$ cat src/rtl/retire_commit_unit_pkg.sv
// rtl/retire_commit_unit_pkg.sv - shared types and widths for the retire/commit stage
package retire_commit_unit_pkg;

    localparam int XLEN          = 32;
    localparam int REG_IDX_W     = 5;
    localparam int PHYS_REGS_DEF = 64;
    localparam int PHYS_TAG_W    = $clog2(PHYS_REGS_DEF);
    localparam int ROB_IDX_W     = 5;

    typedef enum logic [1:0] {
        RUN,
        RECOVER,
        HALTED
    } retire_state_e;

    typedef struct packed {
        logic                  complete;
        logic                  is_store;
        logic                  halt;
        logic                  is_branch;
        logic                  pred_taken;
        logic                  branch_taken;
        logic [XLEN-1:0]       pred_target;
        logic [XLEN-1:0]       branch_target;
        logic [REG_IDX_W-1:0]  arch_rd;
        logic [PHYS_TAG_W-1:0] phys_rd;
        logic [PHYS_TAG_W-1:0] prev_phys_rd;
    } rob_entry_t;

    function automatic logic is_mispredict(input rob_entry_t e);
        return e.is_branch &&
               ((e.pred_taken != e.branch_taken) ||
                (e.branch_taken && (e.pred_target != e.branch_target)));
    endfunction

endpackage

$ cat src/rtl/retire_commit_unit_select.sv
// rtl/retire_commit_unit_select.sv - in-order lane qualification with prefix stop
module retire_select
    import retire_commit_unit_pkg::*;
#(
    parameter  int N              = 4,
    parameter  int STORES_PER_CYC = 1,
    localparam int CW             = $clog2(N + 1),
    localparam int SW             = $clog2(STORES_PER_CYC + 1),
    localparam int LW             = (N > 1) ? $clog2(N) : 1
) (
    input  rob_entry_t [N-1:0] entries,
    input  logic [N-1:0]       valids,
    input  logic               sq_ready,
    output logic [N-1:0]       commit,
    output logic [CW-1:0]      count,
    output logic [SW-1:0]      store_count,
    output logic               mispredict,
    output logic [LW-1:0]      flush_lane,
    output logic               halt
);

    localparam logic [SW-1:0] STORE_MAX = SW'(STORES_PER_CYC);

    always_comb begin
        logic stop;
        commit      = '0;
        count       = '0;
        store_count = '0;
        mispredict  = 1'b0;
        flush_lane  = '0;
        halt        = 1'b0;
        stop        = 1'b0;
        // lane N-1 is the oldest; the first lane that cannot commit blocks all younger ones
        for (int i = N - 1; i >= 0; i--) begin
            if (!stop) begin
                if (!valids[i] || !entries[i].complete) begin
                    stop = 1'b1;
                end else if (entries[i].is_store && (!sq_ready || store_count == STORE_MAX)) begin
                    stop = 1'b1;
                end else begin
                    commit[i] = 1'b1;
                    count     = count + CW'(1);
                    if (entries[i].is_store) begin
                        store_count = store_count + SW'(1);
                    end
                    if (is_mispredict(entries[i])) begin
                        mispredict = 1'b1;
                        flush_lane = LW'(i);
                        stop       = 1'b1;
                    end
                    if (entries[i].halt) begin
                        halt = 1'b1;
                        stop = 1'b1;
                    end
                end
            end
        end
    end

endmodule

$ cat src/rtl/retire_commit_unit.sv
// rtl/retire_commit_unit.sv - N-wide in-order commit with recovery, halt and instret
module retire_commit_unit
    import retire_commit_unit_pkg::*;
#(
    parameter  int N              = 4,
    parameter  int PHYS_REGS      = PHYS_REGS_DEF,
    parameter  int RECOVER_CYCLES = 2,
    parameter  int STORES_PER_CYC = 1,
    localparam int CW             = $clog2(N + 1),
    localparam int SW             = $clog2(STORES_PER_CYC + 1),
    localparam int LW             = (N > 1) ? $clog2(N) : 1,
    localparam int RCW            = (RECOVER_CYCLES > 1) ? $clog2(RECOVER_CYCLES) : 1
) (
    input  logic                              clock,
    input  logic                              reset,
    input  rob_entry_t [N-1:0]                headEntries,
    input  logic [N-1:0]                      headValids,
    input  logic [N-1:0][ROB_IDX_W-1:0]       headIdxs,
    input  logic                              sqCommitReady,
    output logic [CW-1:0]                     retireCount,
    output logic [SW-1:0]                     sqCommitCount,
    output logic                              robFlush,
    output logic [ROB_IDX_W-1:0]              robFlushIdx,
    output logic                              bpRecoverEn,
    output logic                              recovering,
    output logic [N-1:0]                      archWriteEnables,
    output logic [N-1:0][REG_IDX_W-1:0]       archWriteAddrs,
    output logic [N-1:0][PHYS_TAG_W-1:0]      archWritePhysRegs,
    output logic [PHYS_REGS-1:0]              freeMask,
    output logic                              halted,
    output logic [63:0]                       instret
);

    retire_state_e state, state_next;
    logic [RCW-1:0] cnt, cnt_next;

    logic [N-1:0]  sel_commit;
    logic [CW-1:0] sel_count;
    logic [SW-1:0] sel_store_count;
    logic          sel_mispredict;
    logic [LW-1:0] sel_flush_lane;
    logic          sel_halt;

    logic                            active;
    logic [N-1:0]                    commit;
    logic [N-1:0]                    en_next;
    logic [N-1:0][REG_IDX_W-1:0]     addr_next;
    logic [N-1:0][PHYS_TAG_W-1:0]    phys_next;
    logic [PHYS_REGS-1:0]            free_next;

    retire_select #(
        .N              (N),
        .STORES_PER_CYC (STORES_PER_CYC)
    ) u_select (
        .entries     (headEntries),
        .valids      (headValids),
        .sq_ready    (sqCommitReady),
        .commit      (sel_commit),
        .count       (sel_count),
        .store_count (sel_store_count),
        .mispredict  (sel_mispredict),
        .flush_lane  (sel_flush_lane),
        .halt        (sel_halt)
    );

    assign active = !reset && (state == RUN);
    assign commit = active ? sel_commit : '0;

    always_comb begin
        retireCount   = active ? sel_count : '0;
        sqCommitCount = active ? sel_store_count : '0;
        robFlush      = active && sel_mispredict;
        bpRecoverEn   = robFlush;
        robFlushIdx   = robFlush ? headIdxs[sel_flush_lane] : '0;
    end

    always_ff @(posedge clock) begin
        if (reset) begin
            state <= RUN;
            cnt   <= '0;
        end else begin
            state <= state_next;
            cnt   <= cnt_next;
        end
    end

    always_comb begin
        state_next = state;
        cnt_next   = cnt;
        case (state)
            RUN: begin
                if (robFlush) begin
                    state_next = RECOVER;
                    cnt_next   = RCW'(RECOVER_CYCLES - 1);
                end else if (active && sel_halt) begin
                    state_next = HALTED;
                end
            end
            RECOVER: begin
                if (cnt == '0) begin
                    state_next = RUN;
                end else begin
                    cnt_next = cnt - RCW'(1);
                end
            end
            HALTED:  state_next = HALTED;
            default: state_next = RUN;
        endcase
    end

    assign recovering = (state == RECOVER);
    assign halted     = (state == HALTED);

    always_comb begin
        en_next   = '0;
        addr_next = '0;
        phys_next = '0;
        free_next = '0;
        for (int w = 0; w < N; w++) begin
            if (commit[w] && headEntries[w].arch_rd != '0) begin
                en_next[w]   = 1'b1;
                addr_next[w] = headEntries[w].arch_rd;
                phys_next[w] = headEntries[w].phys_rd;
                if (headEntries[w].prev_phys_rd != '0 &&
                    int'(headEntries[w].prev_phys_rd) < PHYS_REGS) begin
                    free_next[headEntries[w].prev_phys_rd] = 1'b1;
                end
            end
        end
    end

    always_ff @(posedge clock) begin
        if (reset) begin
            archWriteEnables  <= '0;
            archWriteAddrs    <= '0;
            archWritePhysRegs <= '0;
            freeMask          <= '0;
            instret           <= '0;
        end else begin
            archWriteEnables  <= en_next;
            archWriteAddrs    <= addr_next;
            archWritePhysRegs <= phys_next;
            freeMask          <= free_next;
            instret           <= instret + 64'(retireCount);
        end
    end

endmodule

$ cat config.mk
export PLATFORM = sky130hd
export DESIGN_NAME = retire_commit_unit
export DESIGN_NICKNAME = d
export VERILOG_FILES = /design/src/rtl/retire_commit_unit_pkg.sv /design/src/rtl/retire_commit_unit_select.sv /design/src/rtl/retire_commit_unit.sv
export SDC_FILE = /design/constraint.sdc
export NUM_CORES = 1
export LEC_CHECK = 0
export BUFFER_PORTS_ARGS = -buffer_cell sky130_fd_sc_hd__buf_2
export CAP_MARGIN = 25
export CORE_AREA = 2 2 222 224
export CTS_CLUSTER_DIAMETER = 200
export DETAILED_ROUTE_END_ITERATION = 6
export DIE_AREA = 0 0 224 226
export PLACE_DENSITY = 0.43
export SETUP_SLACK_MARGIN = 0.2
export SKIP_LAST_GASP = 1
export SLEW_MARGIN = 10
export SYNTH_ARGS = -nofsm -noshare
export SYNTH_HDL_FRONTEND = slang
export SYNTH_SLANG_ARGS = --single-unit
$ cat constraint.sdc
create_clock -name clock -period 4.85 [get_ports clock]
set_clock_uncertainty 0.15 [all_clocks]
set_input_delay 0.7275 -clock clock [delete_from_list [all_inputs] [get_ports clock]]
set_output_delay 0.7275 -clock clock [all_outputs]
set_load 0.02 [all_outputs]
==> results.py <==
metrics = {
    "cts": {
        "cts_tree": "done",
        "numClockSinks": 179,
        "clock_path_buffers": 2,
        "cts_buffers": 17,
        "ctsHoldBuffers": 0,
        "cts.root.buffer_cell": "clkbuf_16",
        "clk_latency_ns": 0.47,
        "htree_levels": 4,
        "path_clk_slew_ns": 0.08,
    },
    "power_and_ir_drop": {
        "vdd_drop_max_v": 0.0002447,
        "power.density_mw_per_mm2": 230.1,
        "p_leak_nw": 6.674,
        "p_total_mw": 3.345,
    },
    "yosys": {
        "synth_edf_count": 0,
        "yosysWarnings": 0,
        "synth_ff_type": "dfxtp_1",
        "syn_area_mm2": 0.009399,
        "avgSynthCellArea_um2": 9.090,
        "synthArstFlopShare": 0,
        "seq_area_frac_synth": 0.3813,
        "syn_inst": 1034,
        "ys_types": 58,
        "synth.net_count": 1416,
        "ys_ff_latch": 179,
    },
    "floorplanning": {
        "std_cell_rows": 81,
        "fp.dieArea_mm2": 0.05062,
        "die_w_um": 224,
        "start_util": 0.1944,
        "ioPinCount": 564,
        "die_h_um": 226,
        "core_area_mm2": 0.04834,
    },
    "sta": {
        "rsz0062_at_grt": "true",
        "fin_ws_ns": 0.1108,
        "slew_headroom": 0.3709,
        "worstMarginPinSlew_ns": 0.9417,
        "maxSlewViolCount": 0,
        "fin_crit_ns": 4.739,
        "finalSetupViolCount": 0,
        "max_freq_mhz": 211.0,
        "period_share": 0.9772,
        "hold_violations": 0,
    },
    "cells_and_area": {
        "final_cell_mix": "buf_2 (555), dfxtp_1 (179), xor2_1 (125)",
        "utilization": 0.3007,
        "final_cells": 2284,
        "drive_gt1_frac": 0.4629,
        "layout_commonest_cell": "buf_2",
        "finalInstanceArea_mm2": 0.01454,
        "nets": 2028,
        "area_growth_pct": 54.65,
    },
    "placement": {
        "dp.cells": 2229,
        "port_buffers": 563,
        "placed_cell_area_mm2": 0.01346,
        "post-dp-hpwl_um": 40870,
        "dp_slack_ns": -0.8366,
        "gp_congestion": 0.9123,
    },
    "grt": {
        "grt_pass1_vias": 10570,
        "antenna_found_initial": 28,
        "grt_pass1_wl_um": 68940,
        "track_usage": 0.1896,
        "overflow": 0,
        "grt_max_degree": 71,
    },
    "detailed_routing": {
        "drtIter0Drc": 816,
        "viasPerCell": 4.653,
        "drt_wl_total_um": 49390,
        "drt-wirelength-per-cell_um": 21.62,
        "vias": 10630,
        "drcViolationCount": 0,
        "first_pass_iters": 5,
        "detail-route-antenna-nets": 0,
    },
    "setup_path": {
        "cp_max_fo": 7,
        "start_kind": "primary input",
        "path_class": "primary input to flop",
        "critPathCaptureType": "flop",
        "required_ns": 5.10,
        "cp.arrival_ns": 4.99,
        "reg2reg_slack_ns": 1.23,
    },
    "run": {
        "drv_cap": 0,
    },
    "worst_hold_path": {
        "holdCritPathClass": "primary input to flop",
    },
    "run_status": {
        "outcome": "finished, final reports clean",
    },
}
[worst max-delay path, stage by stage]
cell,delay (ns)
buf_6,0.09
xor2_1,0.15
nor4_2,0.37
buf_4,0.17
nand4_1,0.19
nor4_4,0.24
o21ai_2,0.11
or3_4,0.42
mux2_4,0.34
ha_4,0.25
mux2i_4,0.17
nor2_4,0.06
ha_4,0.28
a21o_1,0.12
a21oi_2,0.06
or2_4,0.24
nor3_4,0.19
nand3_4,0.15
buf_6,0.17
or3_1,0.36
a21oi_1,0.14
[timing repair]
action	in CTS	in global routing
setup buffers	14	6
resized for setup	31	41
cloned	0	0
pin swaps	27	23
endpoints found under the setup margin	52	51
[cells in the mapped netlist, types with 4 or more instances]
master,instances,area [um^2]
nor2b_1,6,37.54
dfxtp_1,179,3583
nor3_1,21,105.1
nand2_1,49,183.9
or3b_2,4,35.03
nor3b_1,16,120.1
and3_1,21,131.4
xor2_1,131,1147
buf_1,13,48.80
o21ai_0,9,45.04
and3b_1,6,52.55
buf_2,5,25.02
nand3b_1,8,60.06
ha_1,6,75.07
or3_1,10,62.56
and4_1,8,70.07
a21oi_1,11,55.05
xnor2_1,56,490.5
nand4_1,29,181.4
mux2i_1,11,110.1
a32oi_1,62,543.0
o22a_1,4,35.03
inv_1,20,75.07
clkbuf_1,36,135.1
nand3_1,30,150.1
and2_1,37,231.5
buf_6,7,78.83
a21o_1,4,30.03
nor2_1,95,356.6
o221ai_1,59,516.8
o22ai_1,6,37.54
nor4_1,31,193.9
[power breakdown]
group	internal [mW]	total (mW)	switching [mW]
Clock	0.688	1.39	0.701
Combinational	0.221	0.480	0.258
Sequential	1.47	1.48	0.00264
Total	2.38	3.35	0.962
[flip-flops by register name, summed over array words and instances, names as in the netlist]
name               cells
archWriteAddrs        20
archWriteEnables       4
archWritePhysRegs     24
cnt                    1
freeMask              64
instret               64
state                  2
[metrics by stage]
step	hold WS (ns)	setup TNS [ns]
3_3_place_gp	0.3228	-32.58
4_1_cts	0.2429	0
5_1_grt	0.2613	-0.3307
6_report	0.2899	0
3_5_place_dp	0.3335	-34.29
2_1_floorplan	0.3076	-0.1663
[kinds of logic (layout without fill, tap and decap cells)]
kind of cell / after synthesis / count (layout) / synth area share
AOI/OAI and AO/OA: 176 / 176 / 0.1526
xor gates and xnor gates: 187 / 187 / 0.1743
adders and majority gates: 8 / 8 / 0.01118
buffers and inverters: 84 / 709 / 0.04100
DFF: 179 / 179 / 0.3813
muxes: 12 / 12 / 0.01331
other: 1 / 4 / 0.0003990
and+or+nand+nor: 387 / 387 / 0.2260
[area by class of cell]
class | instances | area, um^2
sequential | 179 | 3583
clock inverter | 15 | 156.4
timing repair buffer | 657 | 3631
multi-input combinational | 771 | 5878
fill | 5185 | 33810
tap | 622 | 778.2
clock buffer | 17 | 425.4
antenna | 3 | 7.507
inverter | 20 | 75.07
[final timing paths]
check | start | end | depth (start not counted)
max | headEntries[231] | instret[43] | 21
min | headEntries[93] | archWritePhysRegs[6] | 2
max reg2reg | instret[39] | instret[63] | 9
min reg2reg | cnt | state[0] | 2
[per-layer routing]
metal  track usage  vias to the layer above  part of all wire
met4       0.07247                       12             0.033
met5             0                        -            0.0015
met2        0.3749                      476              0.56
li1              -                     5011                 -
met3       0.05126                      106             0.070
met1        0.1859                     5022              0.34
(Power assumes the default switching activity.)
